## config.mk

```make
export PLATFORM = sky130hd
export DESIGN_NAME = wb_regfile_flat
export DESIGN_NICKNAME = d
export VERILOG_FILES = /design/src/rtl/mips32_pkg.sv /design/src/rtl/wb_regfile_if.sv /design/src/rtl/regfile32.sv /design/src/rtl/wb_regfile.sv /design/src/flat_wrapper.sv
export SDC_FILE = /design/constraint.sdc
export NUM_CORES = 2
export LEC_CHECK = 0
export ABC_CLOCK_PERIOD_IN_PS = 2700
export BUFFER_PORTS_ARGS = -buffer_cell sky130_fd_sc_hd__buf_2
export CORE_UTILIZATION = 57
export CTS_CLUSTER_DIAMETER = 50
export CTS_CLUSTER_SIZE = 16
export DETAILED_ROUTE_END_ITERATION = 12
export PLACE_DENSITY = 0.74
export SLEW_MARGIN = 20
export SYNTH_ARGS = -nofsm -noshare
export SYNTH_HDL_FRONTEND = slang
export SYNTH_HIERARCHICAL = 1
export SYNTH_SLANG_ARGS = --single-unit
```

## constraint.sdc

```tcl
create_clock -name clk -period 2.7 [get_ports clk]
set_input_delay 0.54 -clock clk [delete_from_list [all_inputs] [get_ports clk]]
set_output_delay 0.54 -clock clk [all_outputs]
set_load 0.05 [all_outputs]
```

## src/rtl/mips32_pkg.sv

```systemverilog
// mips32_pkg: constants shared by the ArqMIPS32 pipeline blocks.
//   WB control bundle bit positions, register-file geometry and the
//   architectural zero register index.
package mips32_pkg;

  localparam int unsigned SIZE_DATA   = 32;
  localparam int unsigned SIZE_ADDR   = 5;
  localparam int unsigned S_WB        = 2;

  // Bit positions inside the WB control bundle {RegWrite, MemToReg}
  localparam int unsigned WB_REGWRITE = 1;
  localparam int unsigned WB_MEMTOREG = 0;

  localparam logic [4:0]  REG_ZERO    = 5'd0;

  // Source of the write-back value
  typedef enum logic {
    WB_SEL_ALU = 1'b0,
    WB_SEL_MEM = 1'b1
  } wb_sel_e;

endpackage

```

## src/rtl/wb_regfile_if.sv

```systemverilog
// wb_regfile_if: MEM/WB -> write-back bus plus the ID-stage read ports.
//   master (pipeline side) drives WB, DatoLeido, direccion,
//   direccionRegistro, rs_addr, rt_addr and observes rs_data, rt_data,
//   wb_data, wb_we, commit_count.
//   slave  (wb_regfile) is the mirror image.
interface wb_regfile_if #(
  parameter int unsigned S_WB      = 2,
  parameter int unsigned SIZE_DATA = 32,
  parameter int unsigned SIZE_ADDR = 5
);
  logic [S_WB-1:0]      WB;
  logic [SIZE_DATA-1:0] DatoLeido;
  logic [SIZE_DATA-1:0] direccion;
  logic [SIZE_ADDR-1:0] direccionRegistro;
  logic [SIZE_ADDR-1:0] rs_addr;
  logic [SIZE_ADDR-1:0] rt_addr;
  logic [SIZE_DATA-1:0] rs_data;
  logic [SIZE_DATA-1:0] rt_data;
  logic [SIZE_DATA-1:0] wb_data;
  logic                 wb_we;
  logic [31:0]          commit_count;

  modport master (
    output WB, DatoLeido, direccion, direccionRegistro, rs_addr, rt_addr,
    input  rs_data, rt_data, wb_data, wb_we, commit_count
  );

  modport slave (
    input  WB, DatoLeido, direccion, direccionRegistro, rs_addr, rt_addr,
    output rs_data, rt_data, wb_data, wb_we, commit_count
  );
endinterface

```

## src/rtl/regfile32.sv

```systemverilog
// regfile32: plain storage array for the architectural register file.
//   clk, rst      : clock, synchronous active-high clear of every entry
//   we/waddr/wdata: single write port, committed on the rising edge
//   raddr_a/rdata_a, raddr_b/rdata_b: asynchronous read ports (raw
//                   contents; zero masking and bypass live in the caller)
module regfile32 #(
  parameter int unsigned DW = 32,
  parameter int unsigned AW = 5
) (
  input  logic          clk,
  input  logic          rst,
  input  logic          we,
  input  logic [AW-1:0] waddr,
  input  logic [DW-1:0] wdata,
  input  logic [AW-1:0] raddr_a,
  output logic [DW-1:0] rdata_a,
  input  logic [AW-1:0] raddr_b,
  output logic [DW-1:0] rdata_b
);

  logic [DW-1:0] mem [2**AW];

  always_ff @(posedge clk) begin
    if (rst) begin
      for (int unsigned i = 0; i < 2**AW; i++) mem[i] <= '0;
    end else if (we) begin
      mem[waddr] <= wdata;
    end
  end

  assign rdata_a = mem[raddr_a];
  assign rdata_b = mem[raddr_b];

endmodule

```

## src/rtl/wb_regfile.sv

```systemverilog
// wb_regfile: ArqMIPS32 write-back stage and 32-entry register file.
//   clk, rst : clock, synchronous active-high reset
//   bus      : wb_regfile_if slave
//     WB {RegWrite, MemToReg}, DatoLeido, direccion, direccionRegistro in
//     rs_addr/rs_data, rt_addr/rt_data : combinational read ports with
//                                        same-cycle write bypass
//     wb_data  : selected write-back value (to forwarding unit)
//     wb_we    : effective write enable this cycle
//     commit_count : number of committed register writes, wraps at 2^32
module wb_regfile
  import mips32_pkg::*;
#(
  parameter int unsigned S_WB      = 2,
  parameter int unsigned SIZE_DATA = 32,
  parameter int unsigned SIZE_ADDR = 5
) (
  input logic        clk,
  input logic        rst,
  wb_regfile_if.slave bus
);

  logic [S_WB-1:0]      wb_ctl;
  wb_sel_e              sel;
  logic [SIZE_DATA-1:0] wb_data;
  logic                 wb_we;
  logic [SIZE_DATA-1:0] raw_a, raw_b;
  logic [SIZE_DATA-1:0] rs_data, rt_data;
  logic [31:0]          cnt_q;

  assign wb_ctl  = bus.WB;
  assign sel     = wb_sel_e'(wb_ctl[WB_MEMTOREG]);
  assign wb_data = (sel == WB_SEL_MEM) ? bus.DatoLeido : bus.direccion;

  // Gating with ~rst here keeps the bypass, the store and the counter
  // consistent during reset without extra qualification downstream.
  assign wb_we = wb_ctl[WB_REGWRITE]
               & (bus.direccionRegistro != SIZE_ADDR'(REG_ZERO))
               & ~rst;

  regfile32 #(
    .DW (SIZE_DATA),
    .AW (SIZE_ADDR)
  ) u_rf (
    .clk     (clk),
    .rst     (rst),
    .we      (wb_we),
    .waddr   (bus.direccionRegistro),
    .wdata   (wb_data),
    .raddr_a (bus.rs_addr),
    .rdata_a (raw_a),
    .raddr_b (bus.rt_addr),
    .rdata_b (raw_b)
  );

  always_comb begin
    rs_data = raw_a;
    rt_data = raw_b;
    if (rst || bus.rs_addr == SIZE_ADDR'(REG_ZERO))
      rs_data = '0;
    else if (wb_we && bus.rs_addr == bus.direccionRegistro)
      rs_data = wb_data;
    if (rst || bus.rt_addr == SIZE_ADDR'(REG_ZERO))
      rt_data = '0;
    else if (wb_we && bus.rt_addr == bus.direccionRegistro)
      rt_data = wb_data;
  end

  always_ff @(posedge clk) begin
    if (rst)        cnt_q <= '0;
    else if (wb_we) cnt_q <= cnt_q + 32'd1;
  end

  assign bus.rs_data      = rs_data;
  assign bus.rt_data      = rt_data;
  assign bus.wb_data      = wb_data;
  assign bus.wb_we        = wb_we;
  assign bus.commit_count = cnt_q;

endmodule

```

## src/flat_wrapper.sv

```systemverilog
// flat-port wrapper written by rule: the top's interface ports become plain ports
module wb_regfile_flat import mips32_pkg::*;
#(
  parameter int unsigned S_WB      = 2,
  parameter int unsigned SIZE_DATA = 32,
  parameter int unsigned SIZE_ADDR = 5
)
  (clk, rst, bus_WB, bus_DatoLeido, bus_direccion, bus_direccionRegistro, bus_rs_addr, bus_rt_addr, bus_rs_data, bus_rt_data, bus_wb_data, bus_wb_we, bus_commit_count);
  wb_regfile_if #(.S_WB(S_WB), .SIZE_DATA(SIZE_DATA), .SIZE_ADDR(SIZE_ADDR)) bus_i ();
  input logic clk;
  input logic rst;
  input wire logic [$bits(bus_i.WB)-1:0] bus_WB;
  input wire logic [$bits(bus_i.DatoLeido)-1:0] bus_DatoLeido;
  input wire logic [$bits(bus_i.direccion)-1:0] bus_direccion;
  input wire logic [$bits(bus_i.direccionRegistro)-1:0] bus_direccionRegistro;
  input wire logic [$bits(bus_i.rs_addr)-1:0] bus_rs_addr;
  input wire logic [$bits(bus_i.rt_addr)-1:0] bus_rt_addr;
  output wire logic [$bits(bus_i.rs_data)-1:0] bus_rs_data;
  output wire logic [$bits(bus_i.rt_data)-1:0] bus_rt_data;
  output wire logic [$bits(bus_i.wb_data)-1:0] bus_wb_data;
  output wire logic [$bits(bus_i.wb_we)-1:0] bus_wb_we;
  output wire logic [$bits(bus_i.commit_count)-1:0] bus_commit_count;
  assign bus_i.WB = bus_WB;
  assign bus_i.DatoLeido = bus_DatoLeido;
  assign bus_i.direccion = bus_direccion;
  assign bus_i.direccionRegistro = bus_direccionRegistro;
  assign bus_i.rs_addr = bus_rs_addr;
  assign bus_i.rt_addr = bus_rt_addr;
  assign bus_rs_data = bus_i.rs_data;
  assign bus_rt_data = bus_i.rt_data;
  assign bus_wb_data = bus_i.wb_data;
  assign bus_wb_we = bus_i.wb_we;
  assign bus_commit_count = bus_i.commit_count;
  wb_regfile #(.S_WB(S_WB), .SIZE_DATA(SIZE_DATA), .SIZE_ADDR(SIZE_ADDR)) u_core (.clk(clk), .rst(rst), .bus(bus_i));
endmodule
```

After elaboration in Yosys (flattened, before gate mapping)
Memory sizes are Yosys's and may differ from the RTL's.
Index checks and enable logic that the tools add are counted.
{ "word_totals": {"register_bits": 32, "ramBits": 1024, "in_bits": 83, "output_inout_bits": 129, "wordCells": 29, "memories": 1} }
{ "op_classes": {"addsub": 1, "eq_ne": 2, "muxes": 13, "bitwise": 3, "n_reduce_logical": 8} }
{ "mem_list": {"columns": ["name", "words", "width", "read_ports", "rd_clocked_by_memory_dff", "wr", "line", "rtl"], "rows": [
  ["u_core.u_rf.mem", 32, 32, 2, 0, 32, "regfile32.sv:21", "logic [DW-1:0] mem [2**AW];"]
]} }
{ "ops": {"columns": ["cell", "count"], "rows": [
  ["$mux W32", 6],
  ["$add A32 B1 Y32 const B", 1],
  ["$reduce_or A32 Y1", 1],
  ["$eq A5 B5 Y1", 2],
  ["$logic_not A5 Y1", 2],
  ["$mux W1", 6],
  ["$mux W5", 1],
  ["$reduce_bool A5 Y1", 1],
  ["$and A1 B1 Y1", 2],
  ["$logic_and A1 B1 Y1", 2],
  ["$logic_or A1 B1 Y1", 2],
  ["$not A1 Y1", 1]
]} }

Depth between registers and ports, before layout
{ "logic_depth": {"depth_word": 8, "ltp_mapped": 11, "mapped_depth_nobuf": 8} }

By module
Netlist, hierarchy kept.
{ "modules_own_cells": {"columns": ["module", "instances", "cells_each", "area_per_inst_um2"], "rows": [
  ["regfile32", 1, 4640, 56467.9],
  ["wb_regfile", 1, 450, 2959.1]
]} }

Worst setup path after synthesis
OpenSTA, ideal clock, no wires.
{ "synth_path": {"path_type": "input -> output", "from": "input port bus_rt_addr[1]", "to": "output port bus_rt_data[0]", "arrival_time_ps": 2680, "slack_ps": -520, "cell_stages": 10, "path_cell_list": "buf_4 buf_6 buf_6 buf_4 mux2i_1 a22oi_1 nand3_1 nand3_1 nand2_1 o21ai_0"} }
{ "synth_lines": {"columns": ["item", "line", "rtl"], "rows": [
  ["from (decl)", "flat_wrapper.sv:17", "input wire logic [$bits(bus_i.rt_addr)-1:0] bus_rt_addr;"],
  ["$mem_v2 Z32 W32", null, null],
  ["via u_core.raw_b[0]", "wb_regfile.sv:26", "logic [SIZE_DATA-1:0] raw_a, raw_b;"],
  ["$mux W32", "wb_regfile.sv:64", "else if (wb_we && bus.rt_addr == bus.direccionRegistro)"],
  ["$mux W32", "wb_regfile.sv:62", "if (rst || bus.rt_addr == SIZE_ADDR'(REG_ZERO))"],
  ["to (decl)", "flat_wrapper.sv:19", "output wire logic [$bits(bus_i.rt_data)-1:0] bus_rt_data;"]
]} }
The timed path passes the listed nets, and every way through them passes these cells.

Final worst setup path
{ "layout_path": {"from": "input port bus_rt_addr[1]", "to": "output port bus_rt_data[1]"} }
Same word-level chain as after synthesis.

==> metrics.txt <==
Crit. Startpoint bus_rt_addr[1]; relative slew slack 41.4%; area grow syn2layout 28.9%; Slowest cell on crit path o21ai_4; clock root cell clkbuf_16; Worst Hold Class in2reg; Main synth FF type edfxtp_1; area of the multi-input gates 28600 sq um; Die X 325 um; CTS tree built; startpoint types input port; dominant cells by area after synthesis edfxtp_1 (52%), mux2i_1 (17%), and2_1 (11%); multiplexer share of the synthesized area 17.9%; GRT Resource Usage Total approximately two fifths; largest family of logic cells by synthesized area multiplexers; H-tree depth 3; antenna violations before repair 7; pin count of the biggest net entering global routing 71; I/O Buffers roughly 210; syn_area_per_cell approximately 12 sq um; total of max-cap violations 0; Vias/cell 6.65; DRC 0; Adder-Cell Fraction of Synth Area 0.0211%; Post-synth EDFFs between 1000 and 1500; outcome finished, violations left; first-pass GRT wire length about 310000 um; num ports about 210; Synth cell types between 50 and 60; DRT iter0 DRCs between 6000 and 7000; Crit path top cell by count buf_16; pwr dens 569 nW/um^2; Starting Density roughly 57%; DPL Wire Length around 130000 um; fin nets around 5700; Max FO, Critical Path 7; Leak slightly above 30 nW; launch point of the worst reg-to-reg path u_core/bus.commit_count[0]$_SDFFE_PP0N_; via count of the routed design about 47000; sequential cell area ~31000 sq um; post-route ant nets 0; CP Data Required Time 2.16 ns; Worst path max stage delay roughly 0.27 ns; Clock Tree Buf Depth 3; synthesized flop and latch total between 1000 and 1500; layout cell share with drive strength beyond 1 28.8%; RD Place Congestion 0.932; TritonCTS Sinks 1056; Rows roughly 120; vias in the first global route about 47000; drt pass-1 iters 8; critical path, cell by cell buf_16, buf_16, buf_16, buf_16, buf_12, mux2i_1, a22oi_1, nand3_1, nand3_2, nand2_2, o21ai_4, buf_6; min-delay src bus_DatoLeido[0]; pre-CTS setup slack -0.766 ns; post-synth top area share between 50% and 60%; Final min period between 2 and 3 ns; Synth Area in Compound Gates under 10%; Crit Path Category in2out; maximum VDD drop 0.000556 V; worst clock skew 0.00428 ns; post-synthesis sequential area ratio between 50 and 60%; Die Ht around 320 um; final setup fails between 60 and 70; syn nets 5174; post-synthesis async set-or-reset flop share 0%; Post-Synth Simple-Gate Area approximately 17%; Critical Path End Type primary output; gr ovfl total 0; Worst Setup Slack, final -0.286 ns; Clock transition at path regs around 0.060 ns; Fill cells approximately 6400; final core occ 74.0%; WL per Instance around 31 um; core area 103000 sq um; clk_lat worst skew 0.71 ns; Worst-Margin Slew around 0.88 ns; unrepaired setup endpoints after global routing yes; total wire length roughly 220000 um; CP arrival roughly 2.5 ns; Tcrit/Tclk final 111%; area leader, netlist edfxtp_1; XOR/XNOR Fraction of Synth Area 0.486%; DIE AREA between 100000 and 150000 sq um; Final Hold Viols 0; yosys warns 6; Max Freq roughly 330 MHz; Slew Limit Fails 0; Synth Cell Area between 50000 and 60000 sq um; failing checks setup timing; TritonCTS Buffers 118; cells after synthesis between 5000 and 6000
## metrics by stage
stage                     hold slack [ns]  cells  TNS (ns)  total power [mW]  cell area, sq um
after floorplan                     0.681   5090    -20.33              23.0             59700
after global placement              0.444   6781   -321.42              25.6             66800
after detailed placement            0.460   6781   -387.65              25.8             66800
after CTS                           0.401   7065    -11.47              43.1             75100
after global routing                0.440   7112    -14.40              44.5             76600
final                               0.437   7114    -11.76              43.6             76600
## registers in the layout (all words and copies together) (netlist names)
name / cells
u_core/bus.commit_count: 32
u_core/u_rf/mem: 1024
## per-layer routing
| metal | vias to the layer above | GRT usage [%] | share of wire, % |
|---|---|---|---|
| li1 | 19660 | - | - |
| met1 | 23092 | 49.7 | 35 |
| met2 | 3697 | 63.7 | 46 |
| met3 | 888 | 7.47 | 12 |
| met4 | 0 | 26.6 | 8.0 |
| met5 | - | 0 | 0 |
## repair_timing
item / in CTS / in global routing
buffers inserted: 61 / 53
setup endpoints to repair: 64 / 64
hold buffers: 0 / 0
gates cloned: 35 / 19
pin swaps: 247 / 201
gates resized for setup: 615 / 191
## worst max-delay path: cells and delay by family
| family | cells | cell delay [ns] |
|---|---|---|
| buf+inv | 6 | 0.94 |
| mux | 1 | 0.14 |
| simple gates | 3 | 0.33 |
| compound gates | 2 | 0.46 |
## cell usage after synthesis, types with 68 or more instances
cell type,count
a21oi_1,201
a22o_1,128
a22oi_1,192
and2_1,1027
buf_4,76
clkbuf_1,206
edfxtp_1,1024
mux2i_1,1025
nand2_1,338
nand3_1,204
nor3_1,72
o21ai_0,68
## layout make-up
type / count / share of cell area (%)
Clock buffer: 137 / 4.08
Inverter: 2 / 0.0147
Multi-Input combinational cell: 3554 / 37.4
Sequential cell: 1056 / 41.0
Tap cell: 1380 / 2.25
Clock inverter: 85 / 1.17
Antenna cell: 2 / 0.00653
Timing Repair Buffer: 898 / 14.1
## path summary, 6_finish.rpt
check | to | slack [ns] | depth (start not counted)
setup / recovery | bus_rt_data[1] | -0.29 | 12
hold / removal | u_core/u_rf/mem[25][0]$_SDFFCE_PN0P_ | 0.44 | 3
setup reg to reg | u_core/bus.commit_count[24]$_SDFFE_PP0N_ | 0.55 | 6
hold reg to reg | u_core/bus.commit_count[31]$_SDFFE_PP0N_ | 0.47 | 1
## where the power goes
part	leakage [nW]	internal [mW]	switching (mW)
Sequential	9.99	18.8	0.479
Clock	1.95	9.43	7.23
Combinational	18.8	3.08	4.60
Total	30.7	31.3	12.3
## kinds of logic after synthesis
| family | Yosys count |
|---|---|
| compound gates | 659 |
| flops | 1056 |
| simple gates | 1804 |
| fa+ha+maj | 1 |
| buf+inv | 480 |
| mux | 1057 |
| xor+xnor | 33 |
## cell usage in the layout, fill, tap and decap left out, types with 123 or more instances in the layout
cell          n
buf_2       139
edfxtp_1   1024
buf_12      178
a22oi_1     154
nand3_1     123
nand2_1     268
buf_4       373
a22o_1      126
clkbuf_16   138
and2_1     1025
mux2i_1    1011
a21oi_1     169
Note: power is estimated with default switching activity, not from simulation.
